==> src/rtl/mem_access_unit_pkg.sv <==
// Shared definitions for the memory access stage: FSM states, access kinds and
// instruction field positions also used by the control unit.
package mem_access_unit_pkg;

  typedef enum logic [1:0] {
    MA_IDLE = 2'd0,
    MA_REQ  = 2'd1,
    MA_DONE = 2'd2
  } ma_state_e;

  // Access kind is {i_or_d, we}; any kind with the we bit set is a store.
  typedef logic [1:0] ma_kind_t;

  localparam ma_kind_t KIND_FETCH = 2'b00;
  localparam ma_kind_t KIND_LOAD  = 2'b10;
  localparam ma_kind_t KIND_STORE = 2'b11;

  localparam int unsigned OPCODE_MSB = 15;
  localparam int unsigned OPCODE_LSB = 12;
  localparam int unsigned FUNC_MSB   = 5;
  localparam int unsigned FUNC_LSB   = 0;

  function automatic ma_kind_t make_kind(input logic i_or_d, input logic we);
    return {i_or_d, we};
  endfunction

  function automatic logic kind_is_store(input ma_kind_t kind);
    return kind[0];
  endfunction

endpackage

==> src/rtl/mem_access_unit_if.sv <==
// Variable-latency memory port: the access unit drives the request side, the
// memory answers with a one-cycle ack carrying read data.
interface mem_access_unit_if #(
  parameter int unsigned WORD_W = 16,
  parameter int unsigned ADDR_W = 16
) ();

  logic [ADDR_W-1:0] ext_addr;
  logic              ext_req;
  logic              ext_we;
  logic [WORD_W-1:0] ext_wdata;
  logic [WORD_W-1:0] ext_rdata;
  logic              ext_ack;

  modport master (
    output ext_addr,
    output ext_req,
    output ext_we,
    output ext_wdata,
    input  ext_rdata,
    input  ext_ack
  );

  modport slave (
    input  ext_addr,
    input  ext_req,
    input  ext_we,
    input  ext_wdata,
    output ext_rdata,
    output ext_ack
  );

endinterface

==> src/rtl/mem_perf_counters.sv <==
// Saturating per-kind transaction counters; only instantiated when
// MEM_PERF_CNT_EN is defined.
module mem_perf_counters
  import mem_access_unit_pkg::*;
(
  input  logic        clk,
  input  logic        reset_n,
  input  logic        done,
  input  ma_kind_t    kind,
  output logic [31:0] fetch_cnt,
  output logic [31:0] load_cnt,
  output logic [31:0] store_cnt
);

  logic [31:0] fetch_q, load_q, store_q;

  function automatic logic [31:0] sat_inc(input logic [31:0] v);
    return (&v) ? v : v + 32'd1;
  endfunction

  always_ff @(posedge clk or negedge reset_n) begin
    if (!reset_n) begin
      fetch_q <= '0;
      load_q  <= '0;
      store_q <= '0;
    end else if (done) begin
      if (kind_is_store(kind)) begin
        store_q <= sat_inc(store_q);
      end else if (kind == KIND_FETCH) begin
        fetch_q <= sat_inc(fetch_q);
      end else begin
        load_q <= sat_inc(load_q);
      end
    end
  end

  assign fetch_cnt = fetch_q;
  assign load_cnt  = load_q;
  assign store_cnt = store_q;

endmodule

==> src/rtl/mem_access_unit.sv <==
// Memory access stage: turns level-held control strobes into single handshaked
// memory transactions and holds fetch buffer, IR and MDR. MEM_PERF_CNT_EN adds counters.
module mem_access_unit
  import mem_access_unit_pkg::*;
#(
  parameter int unsigned WORD_W = 16,
  parameter int unsigned ADDR_W = 16
) (
  input  logic              clk,
  input  logic              reset_n,
  input  logic              mem_read,
  input  logic              mem_write,
  input  logic              i_or_d,
  input  logic              ir_write,
  input  logic [ADDR_W-1:0] pc,
  input  logic [ADDR_W-1:0] alu_out,
  input  logic [WORD_W-1:0] wdata_in,
  mem_access_unit_if.master mem,
  output logic [WORD_W-1:0] fetch_buf,
  output logic [WORD_W-1:0] ir,
  output logic [WORD_W-1:0] mdr,
  output logic [3:0]        opcode,
  output logic [5:0]        func_code,
`ifdef MEM_PERF_CNT_EN
  output logic [31:0]       fetch_cnt,
  output logic [31:0]       load_cnt,
  output logic [31:0]       store_cnt,
`endif
  output logic              mem_done,
  output logic              mem_busy
);

  ma_state_e         state_q, state_d;
  logic [2:0]        key, last_key_q, last_key_d;
  logic              accept;
  logic              req_q, req_d;
  ma_kind_t          kind_q, kind_d;
  logic [ADDR_W-1:0] addr_q, addr_d;
  logic [WORD_W-1:0] wdata_q, wdata_d;
  logic [WORD_W-1:0] fetch_buf_q, fetch_buf_d, ir_q, ir_d, mdr_q, mdr_d;

  // A held strobe keeps the same key, so it is issued only once.
  assign key    = {mem_read, mem_write, i_or_d};
  assign accept = (mem_read | mem_write) && (key != last_key_q);

  always_comb begin
    state_d     = state_q;
    last_key_d  = last_key_q;
    req_d       = req_q;
    kind_d      = kind_q;
    addr_d      = addr_q;
    wdata_d     = wdata_q;
    fetch_buf_d = fetch_buf_q;
    mdr_d       = mdr_q;
    ir_d        = ir_write ? fetch_buf_q : ir_q;

    case (state_q)
      MA_IDLE: begin
        last_key_d = key;
        if (accept) begin
          state_d = MA_REQ;
          req_d   = 1'b1;
          addr_d  = i_or_d ? alu_out : pc;
          wdata_d = wdata_in;
          // Read and write together resolves to a write.
          kind_d  = make_kind(i_or_d, mem_write);
        end
      end
      MA_REQ: begin
        if (mem.ext_ack) begin
          state_d = MA_DONE;
          req_d   = 1'b0;
          if (!kind_is_store(kind_q)) begin
            if (kind_q == KIND_FETCH) fetch_buf_d = mem.ext_rdata;
            else                      mdr_d       = mem.ext_rdata;
          end
        end
      end
      MA_DONE: begin
        last_key_d = key;
        state_d    = MA_IDLE;
      end
      default: state_d = MA_IDLE;
    endcase
  end

  always_ff @(posedge clk or negedge reset_n) begin
    if (!reset_n) begin
      state_q     <= MA_IDLE;
      last_key_q  <= '0;
      req_q       <= 1'b0;
      kind_q      <= KIND_FETCH;
      addr_q      <= '0;
      wdata_q     <= '0;
      fetch_buf_q <= '0;
      ir_q        <= '0;
      mdr_q       <= '0;
    end else begin
      state_q     <= state_d;
      last_key_q  <= last_key_d;
      req_q       <= req_d;
      kind_q      <= kind_d;
      addr_q      <= addr_d;
      wdata_q     <= wdata_d;
      fetch_buf_q <= fetch_buf_d;
      ir_q        <= ir_d;
      mdr_q       <= mdr_d;
    end
  end

  assign mem.ext_addr  = addr_q;
  assign mem.ext_req   = req_q;
  assign mem.ext_we    = kind_is_store(kind_q);
  assign mem.ext_wdata = wdata_q;

  assign fetch_buf = fetch_buf_q;
  assign ir        = ir_q;
  assign mdr       = mdr_q;
  assign opcode    = fetch_buf_q[OPCODE_MSB:OPCODE_LSB];
  assign func_code = fetch_buf_q[FUNC_MSB:FUNC_LSB];
  assign mem_done  = (state_q == MA_DONE);
  assign mem_busy  = (state_q == MA_REQ);

`ifdef MEM_PERF_CNT_EN
  mem_perf_counters u_perf (
    .clk       (clk),
    .reset_n   (reset_n),
    .done      (mem_done),
    .kind      (kind_q),
    .fetch_cnt (fetch_cnt),
    .load_cnt  (load_cnt),
    .store_cnt (store_cnt)
  );
`endif

endmodule
==> src/flat_wrapper.sv <==
// flat-port wrapper written by rule: the top's interface ports become plain ports
module mem_access_unit_flat import mem_access_unit_pkg::*;
#(
  parameter int unsigned WORD_W = 16,
  parameter int unsigned ADDR_W = 16
)
  (clk, reset_n, mem_read, mem_write, i_or_d, ir_write, pc, alu_out, wdata_in, fetch_buf, ir, mdr, opcode, func_code, mem_done, mem_busy, mem_ext_addr, mem_ext_req, mem_ext_we, mem_ext_wdata, mem_ext_rdata, mem_ext_ack);
  mem_access_unit_if #(.WORD_W(WORD_W), .ADDR_W(ADDR_W)) mem_i ();
  input  logic clk;
  input  logic reset_n;
  input  logic mem_read;
  input  logic mem_write;
  input  logic i_or_d;
  input  logic ir_write;
  input  logic [ADDR_W-1:0] pc;
  input  logic [ADDR_W-1:0] alu_out;
  input  logic [WORD_W-1:0] wdata_in;
  output logic [WORD_W-1:0] fetch_buf;
  output logic [WORD_W-1:0] ir;
  output logic [WORD_W-1:0] mdr;
  output logic [3:0] opcode;
  output logic [5:0] func_code;
  output logic mem_done;
  output logic mem_busy;
  output wire logic [$bits(mem_i.ext_addr)-1:0] mem_ext_addr;
  output wire logic [$bits(mem_i.ext_req)-1:0] mem_ext_req;
  output wire logic [$bits(mem_i.ext_we)-1:0] mem_ext_we;
  output wire logic [$bits(mem_i.ext_wdata)-1:0] mem_ext_wdata;
  input wire logic [$bits(mem_i.ext_rdata)-1:0] mem_ext_rdata;
  input wire logic [$bits(mem_i.ext_ack)-1:0] mem_ext_ack;
  assign mem_ext_addr = mem_i.ext_addr;
  assign mem_ext_req = mem_i.ext_req;
  assign mem_ext_we = mem_i.ext_we;
  assign mem_ext_wdata = mem_i.ext_wdata;
  assign mem_i.ext_rdata = mem_ext_rdata;
  assign mem_i.ext_ack = mem_ext_ack;
  mem_access_unit #(.WORD_W(WORD_W), .ADDR_W(ADDR_W)) u_core (.clk(clk), .reset_n(reset_n), .mem_read(mem_read), .mem_write(mem_write), .i_or_d(i_or_d), .ir_write(ir_write), .pc(pc), .alu_out(alu_out), .wdata_in(wdata_in), .mem(mem_i), .fetch_buf(fetch_buf), .ir(ir), .mdr(mdr), .opcode(opcode), .func_code(func_code), .mem_done(mem_done), .mem_busy(mem_busy));
endmodule
==> config.mk <==
export PLATFORM = sky130hd
export DESIGN_NAME = mem_access_unit_flat
export DESIGN_NICKNAME = d
export VERILOG_FILES = /design/src/rtl/mem_access_unit_pkg.sv /design/src/rtl/mem_access_unit_if.sv /design/src/rtl/mem_perf_counters.sv /design/src/rtl/mem_access_unit.sv /design/src/flat_wrapper.sv
export SDC_FILE = /design/constraint.sdc
export NUM_CORES = 1
export LEC_CHECK = 0
export CORE_ASPECT_RATIO = 1.1
export CORE_MARGIN = 1.5
export CORE_UTILIZATION = 45
export CTS_CLUSTER_SIZE = 24
export DETAILED_ROUTE_END_ITERATION = 7
export PLACE_DENSITY_LB_ADDON = 0.2
export SLEW_MARGIN = 20
export SYNTH_ARGS = -nofsm -noshare
export SYNTH_HDL_FRONTEND = slang
export SYNTH_SLANG_ARGS = --single-unit
==> constraint.sdc <==
create_clock -name clk -period 4.1 [get_ports clk]
set_clock_uncertainty 0.05 [all_clocks]
set_input_delay 0.82 -clock clk [delete_from_list [all_inputs] [get_ports clk]]
set_output_delay 0.82 -clock clk [all_outputs]
set_load 0.01 [all_outputs]
==> results of run 1 <==
report_power, final:
group	internal, mW	switching, mW	leakage [nW]
Clock	0.357	0.287	0.108
Sequential	1.30	0.272	1.06
Combinational	1.26	0.752	1.17
per-layer routing:
layer / vias up / global-route usage, %
li1: 1168 / -
met1: 1244 / 22.9
met2: 109 / 31.7
met3: 5 / 7.08
met4: 0 / 6.01
met5: - / 0
cell usage after synthesis:
cell type  instances
buf_1              2
buf_2              2
buf_4             12
buf_6              2
clkbuf_1           3
dfrtp_1           88
inv_1              2
mux2_2            59
mux2_4            10
mux2i_1           16
nand2_1            3
nand2b_1           1
nand3b_1           1
nor2_1             2
nor2_4             1
nor2b_1            1
nor3_2             1
nor3_4             1
o21ai_0           31
o21ai_1            3
or2_1              1
xor2_1             2
xor2_2             1
cells in the final DEF, fill, tap and decap left out:
cell type and n:
clkdlybuf4s50_1 163, dfrtp_1 88, mux2_2 59, o21ai_0 31
mux2i_1 16, mux2_4 10, clkbuf_8 10, buf_4 6
nand2_1 3, o21ai_1 3, inv_1 2, nor2_1 2
xor2_1 2, bufinv_16 2, nand2b_1 1, nor2b_1 1
nand3b_1 1, nor3_2 1, xor2_2 1, nor3_4 1
nor2_4 1, or2_1 1, clkinv_2 1, clkinv_4 1
clkinvlp_4 1
flip-flops by register name, indices dropped and copies added (netlist names):
| signal | cells |
|---|---|
| u_core.mdr | 16 |
| u_core.mem.ext_wdata | 16 |
| u_core.last_key_q | 3 |
| u_core.mem.ext_addr | 16 |
| u_core.mem.ext_req | 1 |
| u_core.ir | 16 |
| u_core.kind_q | 2 |
| u_core.state_q | 2 |
| u_core.fetch_buf | 16 |
metrics by stage:
step	utilization [%]	total power, mW	cells
after CTS	70.3	4.28	516
after floorplan	-	2.52	245
after global placement	67.5	3.56	501
after detailed placement	67.5	3.62	501
final	70.3	4.23	516
after global routing	70.3	4.47	516
worst max path at each step:
stage | startpoint | endpoint | depth (start not counted)
finish | mem_write | u_core.kind_q[1]$_DFFE_PN0P_ | 5
global route | mem_write | u_core.kind_q[1]$_DFFE_PN0P_ | 5
CTS | mem_write | u_core.kind_q[1]$_DFFE_PN0P_ | 5
detailed placement | mem_write | u_core.kind_q[1]$_DFFE_PN0P_ | 5
global placement | mem_write | u_core.kind_q[1]$_DFFE_PN0P_ | 5
floorplan | i_or_d | u_core.kind_q[1]$_DFFE_PN0P_ | 6
cells by family (layout without fill, tap and decap cells):
kind of cell	after synthesis	in the layout	synth area share [%]
DFF	88	88	61.0
xor gates and xnor gates	3	3	0.935
buffers and inverters	23	186	4.12
muxes	85	85	27.0
AOI/OAI and AO/OA	34	34	4.71
and+or+nand+nor	12	12	2.29
worst reg2reg max path: stages (launching register included):
cell     delay [ns]
dfrtp_1        0.39
xor2_1         0.17
nor3_4         0.57
or2_1          0.54
mux2_2         0.40
area by class of cell:
cell class / count / share of cell area [%]
timing repair buffer: 169 / 30.5
clock inverter: 5 / 1.48
clock buffer: 10 / 2.50
multi-input combinational: 134 / 22.9
tap: 108 / 2.46
inverter: 2 / 0.136
sequential: 88 / 40.0
==> out/qor.txt, run 1 <==
Bufs and invs on worst path: 1
crit path DAT: 3.02 ns
ratio of final minimum period to clock period: 69.6%
cell-by-cell trace of the critical path: clkdlybuf4s50_1 -> xor2_1 -> nor3_4 -> or2_1 -> mux2_2
Max Fclk: 0.350 GHz
vias per cell: 4.90
CP Class: in2reg
antenna cell count: 0
Worst Setup End Kind: register
hold depth: 2
CTS Sinks: 88
Reg-to-Reg End: u_core.kind_q[1]$_DFFE_PN0P_
Chip Width: 88.4 microns
met3 WL: 700 microns
Core Region: 0.00783 sq mm
WL per Instance: 15.4 microns
Ys Warns: 0
CP max stage delay: 0.57 ns
cell taking the most area after synthesis: dfrtp_1
gr usage total: 19.1%
post-synthesis average cell area: 14.7 sq um
Initial DRT Pass Iterations: 4
syn nets: 316
largest net degree at the start of global routing: 69
setup ws final: 1.25 ns
first-pass GRT wire length: 12.5 mm
unique cell type count in the Yosys netlist: 23
TritonCTS Buffers: 9
post-synthesis sequential area ratio: 61.0%
CTS tree: done
initial antenna violation count: 0
Ports: 165
DRT iter0 DRCs: 61
clk_lat worst skew: 0.34 ns
Peak VDD IR: 0.296 mV
PortBufs: 164
worst slack, placed: 0.924 ns
CP Launch Type: input pin
CP delay by family, top: simple AND/OR/NAND/NOR gates
unrepaired setup endpoints after global routing: no
vias in the first global route: 2581
Detail Route Antenna Nets: 0
wl on met1: 3.12 mm
worst hold path type: reg2reg
Lkg Pwr: 2.34 nW
die area: 0.00857 sq mm
RR Startpoint: u_core.last_key_q[1]$_DFFE_PN0P_
CP max-delay cell: nor3_4
number of failing hold endpoints at the final stage: 0
clk buf depth: 2
die height: 97.0 microns
H-tree Lvls: 3
multi-input logic area: 0.00126 sq mm
status: finished, final reports clean
Post-CTS Hold Fix Bufs: 0
reg2reg setup slack: 1.86 ns
metal2 WL: 4.06 mm
Reg area: 0.00220 sq mm
Worst Hold Launch: u_core.mem.ext_req$_DFFE_PN0P_
fin crit period: 2.85 ns
DRC viols: 0
Post-Route WL: 7.94 mm
FF+latch count, synth: 88
Slew @ Worst Pin: 0.832 ns
Post-DP HPWL: 5.94 mm
Area Growth Syn to Fin: 52.3%
global route overflow: 0
max_cap viols: 0
reg2reg path depth: 4
setup bufs post-CTS: 0
cells after synthesis: 245
setup TNS: 0 ns
Worst Hold Path EP: u_core.mem.ext_req$_DFFE_PN0P_
fin. max-slew vios: 0
relative max-transition margin: 44.5%
area share of the largest cell type after synthesis: 61.0%
Clock Pin Slew Worst Setup and Hold Paths: 0.08 ns
Max Used Layer: met4
maximum fanout along the worst path: 19
Power Dens Cells: 768 mW/mm^2
Fin Hold WS: 0.443 ns
Starting Density: 46.1%
final net count: 475
CP required: 4.27 ns
Post-DP Area: 0.00528 sq mm
Netlist Area Pre-Place: 0.00361 sq mm
setup violators final: 0
CTS Root Cell: clkbuf_8
synth top area cells: dfrtp_1 61%, mux2_2 18%, mux2i_1 4.4%
fin area: 0.00550 sq mm
ratio of cells with drive above 1 in the final layout: 23.0%
CTS resizes: 0
GPL Wtd Cong: 0.881
fill cell count: 609
std cell rows: 34
via count: 2526
Note: power is estimated with default switching activity, not from simulation.
==> run 2, diff against run 1 <==
CORE_UTILIZATION = 37   (was 45)
clock period = 2.4 ns   (was 4.1 ns; I/O delays follow)
==> out/qor.txt, run 2 (synthesized netlist as in run 1, its figures left out) <==
Clock Pin Slew Worst Setup and Hold Paths: 0.08 ns
via count: 2556
most common cell after layout, fill and taps aside: clkdlybuf4s50_1
Peak VDD IR: 0.521 mV
CTS Sinks: 88
largest net degree at the start of global routing: 47
GPL Wtd Cong: 0.709
ratio of final minimum period to clock period: 86.4%
Core Region: 0.00944 sq mm
PortBufs: 164
CP required: 1.87 ns
setup TNS: 0 ns
CP Class: reg2out
fin. max-slew vios: 0
Starting Density: 38.2%
CP max-delay cell: clkdlybuf4s50_1
clk_lat worst skew: 0.34 ns
Max Fclk: 0.482 GHz
Reg area: 0.00220 sq mm
number of failing hold endpoints at the final stage: 0
final net count: 481
worst hold path type: in2async
Lkg Pwr: 2.38 nW
maximum fanout along the worst path: 7
die area: 0.0104 sq mm
antenna cell count: 0
vias per cell: 4.80
RR Startpoint: u_core.state_q[0]$_DFFE_PN0P_
Initial DRT Pass Iterations: 3
utilization after layout: 58.9%
setup violators final: 0
CTS tree: done
fill cell count: 832
reg2reg setup slack: 0.78 ns
max_cap viols: 0
Detail Route Antenna Nets: 0
TritonCTS Buffers: 9
CTS resizes: 0
cell-by-cell trace of the critical path: nand2b_1 -> inv_1 -> clkdlybuf4s50_1
Reg-to-Reg End: u_core.kind_q[0]$_DFFE_PN0P_
Post-CTS Hold Fix Bufs: 0
WL per Instance: 15.2 microns
reg2reg path depth: 5
commonest non-fill, non-tap cells in the layout: 163 x clkdlybuf4s50_1, 88 x dfrtp_1, 59 x mux2_2
crit path DAT: 1.54 ns
fin crit period: 2.07 ns
initial antenna violation count: 0
first-pass GRT wire length: 13.2 mm
ratio of cells with drive above 1 in the final layout: 24.1%
CP Launch Type: register
Ports: 165
status: finished, final reports clean
unrepaired setup endpoints after global routing: no
DRT iter0 DRCs: 25
Total Power: 7.15 mW
vias in the first global route: 2719
std cell rows: 37
gr usage total: 16.0%
DRC viols: 0
global route overflow: 0
Chip Width: 97.2 microns
Bufs and invs on worst path: 2
Post-DP HPWL: 6.01 mm
CP delay by family, top: buffers and inverters
Power Dens Cells: 1280 mW/mm^2
Worst Setup End Kind: output pin
Slew @ Worst Pin: 0.556 ns
Area Growth Syn to Fin: 54.1%
setup bufs post-CTS: 0
CTS Root Cell: clkbuf_8
CP max stage delay: 0.54 ns
die height: 107 microns
Post-Route WL: 8.06 mm
multi-input logic area: 0.00127 sq mm
relative max-transition margin: 62.9%
H-tree Lvls: 3
clk buf depth: 2
## run 2: cell types whose count changed in the layout (fill, tap and decap cells not counted)
cell / delta
nor3_2: -1
clkinvlp_4: -1
clkinv_4: -1
buf_4: +3
bufinv_16: -2
clkinv_2: +2
clkbuf_1: +1
clkbuf_8: +2
nor3_4: +1
buf_12: +3
## run 2: power by group
group	internal (mW)	switching [mW]	leakage [nW]	total, mW
Sequential	2.22	0.466	1.06	2.69
Clock	0.457	0.487	0.0992	0.944
Combinational	2.22	1.29	1.22	3.51
## run 2: worst register-to-register path, stage by stage, from the launching register on
cell     delay (ns)
dfrtp_1        0.47
nor2_1         0.15
o21ai_1        0.16
nor2_4         0.16
buf_12         0.17
mux2_2         0.34
## run 2: final cells by class
class,instances,area share (%)
multi-input combinational,134,22.8
inverter,2,0.135
clock inverter,3,0.270
tap,117,2.63
sequential,88,39.6
clock buffer,13,3.03
timing repair buffer,175,31.6
## run 2: layer usage
layer,up-vias,GRT usage [%],share of wire (%)
li1,1179,-,-
met5,-,0,0
met3,13,5.08,7.8
met4,0,8.37,2.2
met2,107,25.5,48
met1,1257,19.5,42
## run 2: worst max path at each step
stage / start / to / slack (ns) / depth (start not counted)
after floorplan: i_or_d / u_core.kind_q[1]$_DFFE_PN0P_ / 0.52 / 6
after global placement: mem_write / u_core.kind_q[0]$_DFFE_PN0P_ / 0.24 / 6
after detailed placement: mem_write / u_core.mem.ext_addr[12]$_DFFE_PN0P_ / 0.19 / 6
after CTS: u_core.state_q[0]$_DFFE_PN0P_ / mem_busy / 0.30 / 3
after global routing: u_core.state_q[0]$_DFFE_PN0P_ / mem_busy / 0.25 / 3
final: u_core.state_q[0]$_DFFE_PN0P_ / mem_busy / 0.33 / 3
## run 2: per-stage QoR
stage | area (sq um) | hold slack [ns] | setup WS, ns | instances
6_report | 5570 | 0.0709 | 0.327 | 532
5_1_grt | 5570 | 0.111 | 0.248 | 532
4_1_cts | 5570 | 0.0798 | 0.296 | 532
3_5_place_dp | 5380 | 0.428 | 0.194 | 516
3_3_place_gp | 5380 | 0.416 | 0.238 | 516
2_1_floorplan | 3610 | 0.134 | 0.521 | 245
